`src/rtl/s2p_ctrl_pkg.sv`:
```
// rtl/s2p_ctrl_pkg.sv - shared types and helpers for the serial-to-parallel symbol scheduler
// Purpose: FSM state enum, modulation codes, bits-per-symbol lookup, default widths.
// Ports: none (package).
package s2p_ctrl_pkg;

    localparam int MAX_BPS_DEF = 6;
    localparam int BPS_W       = 3;

    typedef enum logic [1:0] {
        IDLE    = 2'd0,
        COLLECT = 2'd1,
        HOLD    = 2'd2,
        DONE    = 2'd3
    } state_e;

    localparam logic [1:0] MOD_BPSK  = 2'b00;
    localparam logic [1:0] MOD_QPSK  = 2'b01;
    localparam logic [1:0] MOD_QAM16 = 2'b10;
    localparam logic [1:0] MOD_QAM64 = 2'b11;

    function automatic logic [BPS_W-1:0] bps_of(input logic [1:0] mod);
        case (mod)
            MOD_BPSK:  bps_of = 3'd1;
            MOD_QPSK:  bps_of = 3'd2;
            MOD_QAM16: bps_of = 3'd4;
            default:   bps_of = 3'd6;
        endcase
    endfunction

endpackage

```
`src/rtl/s2p_bit_collector.sv`:
```
// rtl/s2p_bit_collector.sv - assembles serial bits into one symbol and holds it until cleared
// Purpose: bit-index counter plus symbol register; first loaded bit lands at bit 0.
// Ports:
//   clk, rst_ni     clock, asynchronous active-low reset
//   bit_i, load_i   serial bit and its load strobe (ignored while full)
//   clear_i         discard contents (wins over load_i)
//   bps_i           bits per symbol for the current frame
//   full_o          a complete symbol is held
//   done_o          the bit loaded this cycle completes the symbol
//   sym_o           held symbol, unused upper bits are 0
module s2p_bit_collector
    import s2p_ctrl_pkg::*;
#(
    parameter int MAX_BPS = MAX_BPS_DEF
) (
    input  logic               clk,
    input  logic               rst_ni,
    input  logic               bit_i,
    input  logic               load_i,
    input  logic               clear_i,
    input  logic [BPS_W-1:0]   bps_i,
    output logic               full_o,
    output logic               done_o,
    output logic [MAX_BPS-1:0] sym_o
);

    logic [BPS_W-1:0]   idx_q, idx_d;
    logic [MAX_BPS-1:0] sym_q, sym_d;
    logic               full_q, full_d;
    logic               take;
    logic               last_bit;

    assign take     = load_i & ~full_q;
    assign last_bit = (idx_q == (bps_i - BPS_W'(1)));
    assign done_o   = take & last_bit & ~clear_i;

    always_comb begin
        idx_d  = idx_q;
        sym_d  = sym_q;
        full_d = full_q;
        if (clear_i) begin
            idx_d  = '0;
            sym_d  = '0;
            full_d = 1'b0;
        end else if (take) begin
            sym_d[idx_q] = bit_i;
            if (last_bit) begin
                full_d = 1'b1;
                idx_d  = '0;
            end else begin
                idx_d = idx_q + BPS_W'(1);
            end
        end
    end

    always_ff @(posedge clk or negedge rst_ni) begin
        if (!rst_ni) begin
            idx_q  <= '0;
            sym_q  <= '0;
            full_q <= 1'b0;
        end else begin
            idx_q  <= idx_d;
            sym_q  <= sym_d;
            full_q <= full_d;
        end
    end

    assign full_o = full_q;
    assign sym_o  = sym_q;

endmodule

```
`src/rtl/s2p_symbol_scheduler.sv`:
```
// rtl/s2p_symbol_scheduler.sv - frame-level serial-to-parallel symbol scheduler feeding the mapper
// Purpose: groups serial bits into 1/2/4/6-bit symbols, presents them with valid/ready, counts
//   symbols per frame, flags the last one and pulses frame_done. Optional macro S2P_OVERLAP_EN
//   adds a second collector so the next symbol assembles while the current one waits.
// Ports:
//   clk, rst                    clock, asynchronous active-low reset
//   cfg_mod, frame_len          modulation and symbol count, sampled on an accepted frame_start
//   frame_start, abort          frame request, abort of the running frame
//   bit_in, bit_valid, bit_ready   serial bit stream handshake
//   sym_out, sym_valid, sym_ready, sym_last   symbol handshake towards the mapper
//   busy, frame_done            activity flag, one-cycle completion pulse
module s2p_symbol_scheduler
    import s2p_ctrl_pkg::*;
#(
    parameter int MAX_BPS     = MAX_BPS_DEF,
    parameter int FRAME_LEN_W = 12
) (
    input  logic                   clk,
    input  logic                   rst,
    input  logic [1:0]             cfg_mod,
    input  logic [FRAME_LEN_W-1:0] frame_len,
    input  logic                   frame_start,
    input  logic                   abort,
    input  logic                   bit_in,
    input  logic                   bit_valid,
    output logic                   bit_ready,
    output logic [MAX_BPS-1:0]     sym_out,
    output logic                   sym_valid,
    input  logic                   sym_ready,
    output logic                   sym_last,
    output logic                   busy,
    output logic                   frame_done
);

    state_e                 state_q, state_d;
    logic [BPS_W-1:0]       bps_q, bps_d;
    logic [FRAME_LEN_W-1:0] cnt_q, cnt_d;     // symbols still to be handed to the mapper
    logic                   zdone_q, zdone_d; // completion pulse for a zero-length frame
    logic                   start_ok, kill, accept, hs;
    logic                   col_done, cur_full, next_ready;
    logic [MAX_BPS-1:0]     cur_sym;

    assign start_ok = (state_q == IDLE) & frame_start;
    assign kill     = abort & (state_q != IDLE);
    assign accept   = bit_valid & bit_ready;
    // abort takes priority over a coincident sym_ready
    assign hs       = sym_valid & sym_ready & ~abort;

`ifdef S2P_OVERLAP_EN
    logic                   rd_q, rd_d, wr_q, wr_d;
    logic [FRAME_LEN_W-1:0] left_q, left_d;   // symbols not yet assembled
    logic [1:0]             full_b, done_b;
    logic [MAX_BPS-1:0]     sym_b [2];

    // Ping-pong buffers: wr_q fills, rd_q is presented to the mapper.
    for (genvar g = 0; g < 2; g++) begin : g_col
        s2p_bit_collector #(.MAX_BPS(MAX_BPS)) u_col (
            .clk     (clk),
            .rst_ni  (rst),
            .bit_i   (bit_in),
            .load_i  (accept & (wr_q == 1'(g))),
            .clear_i (kill | (hs & (rd_q == 1'(g)))),
            .bps_i   (bps_q),
            .full_o  (full_b[g]),
            .done_o  (done_b[g]),
            .sym_o   (sym_b[g])
        );
    end

    assign col_done   = |done_b;
    assign cur_full   = full_b[rd_q];
    assign cur_sym    = sym_b[rd_q];
    assign next_ready = full_b[~rd_q] | col_done;
    // Stop collecting once every symbol of the frame has been assembled.
    assign bit_ready  = ((state_q == COLLECT) | (state_q == HOLD)) & ~full_b[wr_q] & (left_q != '0);

    always_comb begin
        rd_d   = rd_q;
        wr_d   = wr_q;
        left_d = left_q;
        if (start_ok) begin
            rd_d   = 1'b0;
            wr_d   = 1'b0;
            left_d = frame_len;
        end else if (kill) begin
            rd_d   = 1'b0;
            wr_d   = 1'b0;
            left_d = '0;
        end else begin
            if (hs) rd_d = ~rd_q;
            if (col_done) begin
                wr_d   = ~wr_q;
                left_d = left_q - FRAME_LEN_W'(1);
            end
        end
    end

    always_ff @(posedge clk or negedge rst) begin
        if (!rst) begin
            rd_q   <= 1'b0;
            wr_q   <= 1'b0;
            left_q <= '0;
        end else begin
            rd_q   <= rd_d;
            wr_q   <= wr_d;
            left_q <= left_d;
        end
    end
`else
    s2p_bit_collector #(.MAX_BPS(MAX_BPS)) u_col (
        .clk     (clk),
        .rst_ni  (rst),
        .bit_i   (bit_in),
        .load_i  (accept),
        .clear_i (kill | hs),
        .bps_i   (bps_q),
        .full_o  (cur_full),
        .done_o  (col_done),
        .sym_o   (cur_sym)
    );

    assign next_ready = 1'b0;
    assign bit_ready  = (state_q == COLLECT);
`endif

    assign sym_valid  = (state_q == HOLD) & cur_full;
    assign sym_out    = sym_valid ? cur_sym : '0;
    assign sym_last   = sym_valid & (cnt_q == FRAME_LEN_W'(1));
    assign busy       = (state_q != IDLE);
    assign frame_done = (state_q == DONE) | zdone_q;

    always_comb begin
        state_d = state_q;
        bps_d   = bps_q;
        cnt_d   = cnt_q;
        zdone_d = 1'b0;
        case (state_q)
            IDLE: begin
                if (frame_start) begin
                    if (frame_len != '0) begin
                        state_d = COLLECT;
                        bps_d   = bps_of(cfg_mod);
                        cnt_d   = frame_len;
                    end else begin
                        zdone_d = 1'b1;
                    end
                end
            end
            COLLECT: if (col_done) state_d = HOLD;
            HOLD: begin
                if (hs) begin
                    cnt_d = cnt_q - FRAME_LEN_W'(1);
                    if (cnt_q == FRAME_LEN_W'(1)) state_d = DONE;
                    else if (next_ready)          state_d = HOLD;
                    else                          state_d = COLLECT;
                end
            end
            DONE:    state_d = IDLE;
            default: state_d = IDLE;
        endcase
        if (kill) begin
            state_d = IDLE;
            cnt_d   = '0;
        end
    end

    always_ff @(posedge clk or negedge rst) begin
        if (!rst) begin
            state_q <= IDLE;
            bps_q   <= '0;
            cnt_q   <= '0;
            zdone_q <= 1'b0;
        end else begin
            state_q <= state_d;
            bps_q   <= bps_d;
            cnt_q   <= cnt_d;
            zdone_q <= zdone_d;
        end
    end

endmodule
```
`config.mk`:
```
export PLATFORM = sky130hd
export DESIGN_NAME = s2p_symbol_scheduler
export DESIGN_NICKNAME = d
export VERILOG_FILES = /design/src/rtl/s2p_ctrl_pkg.sv /design/src/rtl/s2p_bit_collector.sv /design/src/rtl/s2p_symbol_scheduler.sv
export SDC_FILE = /design/constraint.sdc
export NUM_CORES = 1
export LEC_CHECK = 0
export ABC_AREA = 1
export ABC_CLOCK_PERIOD_IN_PS = 4300
export CAP_MARGIN = 40
export CORE_MARGIN = 2
export CORE_UTILIZATION = 40
export DETAILED_ROUTE_END_ITERATION = 8
export GPL_ROUTABILITY_DRIVEN = 1
export GPL_TIMING_DRIVEN = 1
export HOLD_SLACK_MARGIN = 0.1
export PLACE_DENSITY = 0.73
export SLEW_MARGIN = 25
export SYNTH_ARGS = -nofsm -noshare
export SYNTH_HDL_FRONTEND = slang
export SYNTH_SLANG_ARGS = --single-unit
export TNS_END_PERCENT = 50
```
`constraint.sdc`:
```
create_clock -name clk -period 4.3 [get_ports clk]
set_clock_uncertainty 0.1 [all_clocks]
set_input_delay 0.43 -clock clk [delete_from_list [all_inputs] [get_ports clk]]
set_output_delay 0.43 -clock clk [all_outputs]
set_load 0.03 [all_outputs]
```
### Word-level counts from Yosys, hierarchy flattened

Cells that the tools add are included.

| word-level totals | value |
|---|---|
| bits of input ports | 21 |
| bits in registers | 28 |
| output and inout port bits | 11 |

| cells by class | value |
|---|---|
| mux-type cells | 28 |
| reductions and logical operators | 12 |
| magnitude comparators | 2 |
| add/subtract/negate cells | 3 |
| equality and inequality tests | 11 |
| bitwise gates (word level) | 14 |

Operator list:

| kind | count |
|---|---|
| 12-bit 2-to-1 mux | 4 |
| 12-bit one-hot mux with 2 select lines | 1 |
| 6-bit 2-to-1 mux | 3 |
| 12-bit by 1-bit equality test with 1-bit output, second input constant | 1 |
| 2-bit 2-to-1 mux | 6 |
| 12-bit nonzero test | 1 |
| 12-bit by 1-bit subtractor with 12-bit output, second input constant | 1 |
| 1-bit bitwise AND | 9 |
| 3-bit 2-to-1 mux | 3 |
| 3-bit one-hot mux with 3 select lines | 1 |
| 2-bit one-hot mux with 4 select lines | 1 |
| 4-bit AND reduction | 2 |
| 1-bit 2-to-1 mux | 7 |
| 6-bit bitwise mux | 1 |
| 2-bit equality test, second input constant | 3 |
| 3-bit != test, second input constant | 2 |
| 2-bit nonzero test | 3 |
| 2-bit by 1-bit equality test with 1-bit output, second input constant | 2 |
| 2-bit zero test | 2 |
| 3-bit by 4-bit less-than comparator with 1-bit output, second input constant | 1 |
| 3-bit by 1-bit adder with 3-bit output, second input constant | 1 |
| 1-bit demux with 3-bit select | 1 |
| 3-bit equality test | 1 |
| 3-bit by 1-bit greater-or-equal comparator with 1-bit output, second input constant | 1 |
| 9 further kinds | 12 |

### Longest topological paths before layout

| logic depth | value |
|---|---|
| word-level depth | 10 |
| depth in mapped cells | 11 |

### Cells and area by module

Synthesis repeated with hierarchy kept, for this count alone.

| second synthesis, totals | value |
|---|---|
| cell total of the unflattened synthesis | 290 |
| area, all modules | 1958.1 um2 |

By module, submodules not included:

| module | cells an instance | instances | area each (um2) | seq. area each (um2) |
|---|---|---|---|---|
| s2p_symbol_scheduler | 208 | 1 | 1346.3 | 450.4 |
| s2p_bit_collector | 82 | 1 | 611.8 | 250.2 |

### Worst setup path before layout

Ideal clock, no wire load.

| path | value |
|---|---|
| path type | reg2out |
| from | register state_q[0] |
| to | output port sym_last |
| path buffers | 0 |
| stages on the path, launching flop included | 6 |
| arrival time | 1730 ps |
| setup slack | 2040 ps |
| required time | 3770 ps |
| cell sequence | dfrtp_1 -> inv_2 -> nand2_1 -> nor3_1 -> nand2_1 -> nor4_1 |

| on the way | value |
|---|---|
| cells in the longest elaborated chain, start to end | 3 |

RTL lines:

| item | line | source |
|---|---|---|
| start, declared | s2p_symbol_scheduler.sv:35 | `state_e state_q, state_d;` |
| start signal, assigned | s2p_symbol_scheduler.sv:174 | `state_q <= state_d;` |
| 2-bit equality test | s2p_symbol_scheduler.sv:126 | `assign sym_valid = (state_q == HOLD) & cur_full;` |
| 1-bit bitwise AND | s2p_symbol_scheduler.sv:126 |  |
| 1-bit bitwise AND | s2p_symbol_scheduler.sv:128 | `assign sym_last = sym_valid & (cnt_q == FRAME_LEN_W'(1));` |
| end, declared | s2p_symbol_scheduler.sv:30 | `output logic sym_last,` |

Every way passes these cells.

### Worst setup path in the final report

Same ends and word-level chain as after synthesis.

==> report_table.html <==
<table>
<tr><th>Metric</th><th>Value</th></tr>
<tr><th colspan="2">Floorplanning</th></tr>
<tr><td>Area of the core</td><td>around 4700 um2</td></tr>
<tr><td>Area enclosed by the die boundary</td><td>roughly 5400 um2</td></tr>
<tr><td>Cell Rows</td><td>25</td></tr>
<tr><td>Die Wd</td><td>73.7 um</td></tr>
<tr><td>Die Span Y</td><td>73.7 um</td></tr>
<tr><td>Ports placed on the boundary</td><td>32</td></tr>
<tr><td>Starting utilization of the core area</td><td>0.414</td></tr>
<tr><th colspan="2">STA</th></tr>
<tr><td>Highest clock rate</td><td>~0.35 GHz</td></tr>
<tr><td>Worst rel slew slack</td><td>0.606</td></tr>
<tr><td>Clock period minus final worst setup slack</td><td>2870 ps</td></tr>
<tr><td>Worst-case setup margin in the final layout</td><td>1430 ps</td></tr>
<tr><td>RSZ-0062 raised after global routing</td><td>false</td></tr>
<tr><td>Tcrit/Tclk final</td><td>0.668</td></tr>
<tr><td>Final Slew Violations</td><td>0</td></tr>
<tr><td>Transition at the pin with the smallest max-transition slack</td><td>590 ps</td></tr>
<tr><td>Hold violation total from the final report</td><td>0</td></tr>
<tr><td>Sum of negative setup slack</td><td>0 ps</td></tr>
<tr><td>Setup violators final</td><td>0</td></tr>
<tr><th colspan="2">Worst setup path</th></tr>
<tr><td>Sum of buffers and inverters on the critical path</td><td>2</td></tr>
<tr><td>Critical-path cell list</td><td>inv_2 -&gt; nand2_1 -&gt; nor3_1 -&gt; nand2_1 -&gt; nor4_1 -&gt; clkdlybuf4s50_1</td></tr>
<tr><td>Critical path's top delay family</td><td>buffers and inverters</td></tr>
<tr><td>CP startpoint kind</td><td>register</td></tr>
<tr><td>Category of the worst setup path capture point</td><td>output pin</td></tr>
<tr><td>Worst reg-to-reg path cell count</td><td>9</td></tr>
<tr><td>Worst reg-to-reg setup slack</td><td>roughly 2000 ps</td></tr>
<tr><td>Most common cell type on the critical path</td><td>sky130_fd_sc_hd__nand2_1</td></tr>
<tr><td>End of the worst register-to-register path</td><td>cnt_q[3]</td></tr>
<tr><td>Biggest cell delay along the critical path</td><td>between 700 and 800 ps</td></tr>
<tr><td>Slowest library cell on the worst path</td><td>sky130_fd_sc_hd__clkdlybuf4s50_1</td></tr>
<tr><td>Critical path class</td><td>reg -&gt; out</td></tr>
<tr><td>Startpoint of the worst-slack reg-to-reg timing path</td><td>state_q[0]</td></tr>
<tr><td>Highest net fanout along the worst path</td><td>5</td></tr>
<tr><td>Critical path data required time</td><td>roughly 3800 ps</td></tr>
<tr><td>Crit path arrival time</td><td>2340 ps</td></tr>
<tr><th colspan="2">Synthesis</th></tr>
<tr><td>Leading cell types by count after synthesis</td><td>sky130_fd_sc_hd__nand2_1 (68), sky130_fd_sc_hd__nor2_1 (50), sky130_fd_sc_hd__inv_1 (34)</td></tr>
<tr><td>Synth Instances</td><td>285</td></tr>
<tr><td>Leading cell type by number of instances after synthesis</td><td>sky130_fd_sc_hd__nand2_1</td></tr>
<tr><td>Synthesized flop and latch total</td><td>28</td></tr>
<tr><td>Sequential element share of the synthesized area</td><td>0.361</td></tr>
<tr><td>Mean instance size in the synthesized netlist</td><td>6.81 um2</td></tr>
<tr><td>Synth Cell Area</td><td>between 1500 and 2000 um2</td></tr>
<tr><td>Leading register cell type out of synthesis</td><td>sky130_fd_sc_hd__dfrtp_1</td></tr>
<tr><td>Cell types occupying the most area after synthesis</td><td>sky130_fd_sc_hd__dfrtp_1 (36%), sky130_fd_sc_hd__nand2_1 (13%), sky130_fd_sc_hd__nor2_1 (9.7%)</td></tr>
<tr><td>Post-synth EDFFs</td><td>0</td></tr>
<tr><td>Largest area contributor in the netlist</td><td>sky130_fd_sc_hd__dfrtp_1</td></tr>
<tr><td>Warning count from the yosys run</td><td>0</td></tr>
<tr><td>Async S/R FF share, synth</td><td>1.00</td></tr>
<tr><td>Count of unique library cells instantiated by Yosys</td><td>30</td></tr>
<tr><td>Syn Nets</td><td>310</td></tr>
<tr><td>Share of the synthesized area in the top cell type</td><td>0.361</td></tr>
<tr><th colspan="2">Power and ir drop</th></tr>
<tr><td>Overall Power</td><td>1.52 mW</td></tr>
<tr><td>Maximum VDD drop</td><td>between 0.2 and 0.25 mV</td></tr>
<tr><td>Standby leakage power</td><td>roughly 1.1 nW</td></tr>
<tr><td>Power density relative to cell area</td><td>647 nW/um2</td></tr>
<tr><th colspan="2">Clocking</th></tr>
<tr><td>Bufs on Longest Clock Path</td><td>2</td></tr>
<tr><td>Sinks on the clock net</td><td>28</td></tr>
<tr><td>Cts bufs inserted</td><td>3</td></tr>
<tr><td>Post-cts hold buffer count</td><td>0</td></tr>
<tr><td>Clock-pin slew on the worst setup and hold paths</td><td>100 ps</td></tr>
<tr><td>CTS root buffer</td><td>sky130_fd_sc_hd__clkbuf_8</td></tr>
<tr><td>CTS tree</td><td>done</td></tr>
<tr><td>Resize count post-CTS</td><td>0</td></tr>
<tr><td>Clock latency on the worst-skew pair</td><td>280 ps</td></tr>
<tr><td>Total number of H-tree levels</td><td>1</td></tr>
<tr><td>Number of buffers added for setup after CTS</td><td>0</td></tr>
<tr><th colspan="2">Finish</th></tr>
<tr><td>Net count reported at finish</td><td>341</td></tr>
<tr><td>Fraction of layout cells with a size suffix above 1</td><td>0.0921</td></tr>
<tr><td>Count of filler cells inserted in the layout</td><td>449</td></tr>
<tr><td>Area of the multi-input gates</td><td>1060 um2</td></tr>
<tr><td>Antenna diodes</td><td>0</td></tr>
<tr><td>Layout-stage area growth over the synthesis result</td><td>21.3%</td></tr>
<tr><td>Footprint of the flip-flops and latches</td><td>701 um2</td></tr>
<tr><th colspan="2">Flow run</th></tr>
<tr><td>Max Cap Viol</td><td>0</td></tr>
<tr><th colspan="2">Routing</th></tr>
<tr><td>DRC</td><td>0</td></tr>
<tr><td>Highest signal layer in the routed design</td><td>met4</td></tr>
<tr><td>DR WL met2</td><td>2090 um</td></tr>
<tr><td>Post-detailed-route count of antenna-violating nets</td><td>0</td></tr>
<tr><td>Via count of the routed design</td><td>1859</td></tr>
<tr><td>Met1 wire length</td><td>2200 um</td></tr>
<tr><td>Vias per std cell</td><td>5.04</td></tr>
<tr><td>Final wirelength</td><td>approximately 4600 um</td></tr>
<tr><td>DR iter-0 viols</td><td>between 100 and 150</td></tr>
<tr><td>Detailed Routing Iterations Pass 1</td><td>7</td></tr>
<tr><td>Total met3 wirelength after detailed routing</td><td>209 um</td></tr>
<tr><td>Routed wire per std cell</td><td>12.4 um</td></tr>
<tr><th colspan="2">Placed design</th></tr>
<tr><td>Detailed Place HPWL</td><td>3370 um</td></tr>
<tr><td>Worst setup timing slack at the placement stage</td><td>1540 ps</td></tr>
<tr><td>Count of input and output buffers</td><td>31</td></tr>
<tr><td>Final weighted congestion of routability-driven global placement</td><td>0.867</td></tr>
<tr><th colspan="2">GRT</th></tr>
<tr><td>Global-route wire length before repair</td><td>7730 um</td></tr>
<tr><td>Initial antenna violation count</td><td>0</td></tr>
<tr><td>Largest net degree at the start of global routing</td><td>29</td></tr>
<tr><td>Total global routing overflow</td><td>0</td></tr>
<tr><td>Vias in the first global route</td><td>1671</td></tr>
<tr><td>Aggregate global-route resource usage</td><td>0.181</td></tr>
<tr><th colspan="2">Hold path</th></tr>
<tr><td>Number of cells traversed by the worst hold path</td><td>2</td></tr>
<tr><td>Hold Path Sink</td><td>cnt_q[2]</td></tr>
<tr><td>Min-delay worst type</td><td>reg -&gt; reg</td></tr>
<tr><td>HP Start</td><td>cnt_q[2]</td></tr>
<tr><th colspan="2">Run status</th></tr>
<tr><td>Result of the run</td><td>finished clean</td></tr>
</table>
cell type report:
| type | instances | area share |
|---|---|---|
| clock buffers | 3 | 0.0175 |
| well taps | 54 | 0.0287 |
| clock inverters | 1 | 0.0128 |
| flip-flops and latches | 28 | 0.298 |
| inverters | 37 | 0.0590 |
| repair buffers | 32 | 0.135 |
| multi-input cells | 214 | 0.450 |
routing by layer:
layer	vias up	track usage
li1	982	-
met1	818	0.269
met2	52	0.279
met3	7	0.0206
met4	0	0.0485
met5	-	0
cell usage in the layout, fill, tap and decap left out, drive strengths merged, types with 2 or more instances in the layout:
cell / synthesis / routed
nand3: 17 / 17
o211ai: 2 / 2
nand2: 72 / 72
dfrtp: 28 / 28
inv: 37 / 37
nor2: 54 / 54
nor3: 2 / 2
and2: 2 / 2
clkdlybuf4s50: 0 / 31
a21oi: 14 / 14
ha: 4 / 4
o22ai: 3 / 3
clkbuf: 0 / 3
o21ai: 28 / 28
nand4: 7 / 7
worst min-delay path, delay by kind of cell (launching register included):
| family | cells | cell delay [ps] |
|---|---|---|
| simple gates | 2 | 110 |
| flops | 1 | 370 |
sequential cells by signal, summed over array words and instances, names as in the netlist:
name,flops
bps_q,3
cnt_q,12
u_col.full_o,1
u_col.sym_o,6
zdone_q,1
u_col.idx_q,3
state_q,2
through the flow:
stage	instances	instance area, um2	utilization	hold slack, ps
2_1_floorplan	285	1940	-	34.4
3_3_place_gp	365	2280	0.487	369
3_5_place_dp	365	2280	0.487	385
4_1_cts	369	2350	0.502	411
5_1_grt	369	2350	0.502	438
6_report	369	2350	0.502	405
cell families after synthesis:
kind of cell,synth area share
DFF,0.361
adders and majority gates,0.0258
AOI/OAI and AO/OA,0.163
and+or+nand+nor,0.348
buffers and inverters,0.0935
xor gates and xnor gates,0.00903
how the worst max path moves through the flow:
stage,from,end,cells past startpoint
2_1_floorplan,state_q[0],sym_last,5
3_3_place_gp,abort,cnt_q[6],10
3_5_place_dp,abort,cnt_q[3],10
4_1_cts,state_q[0],sym_last,6
5_1_grt,state_q[0],sym_last,6
6_report,state_q[0],sym_last,6
power breakdown:
part / switching [mW] / total, mW / internal, mW
logic: 0.555 / 0.846 / 0.291
registers: 0.0980 / 0.460 / 0.362
clock network: 0.0924 / 0.217 / 0.125
(Power assumes the default switching activity.)
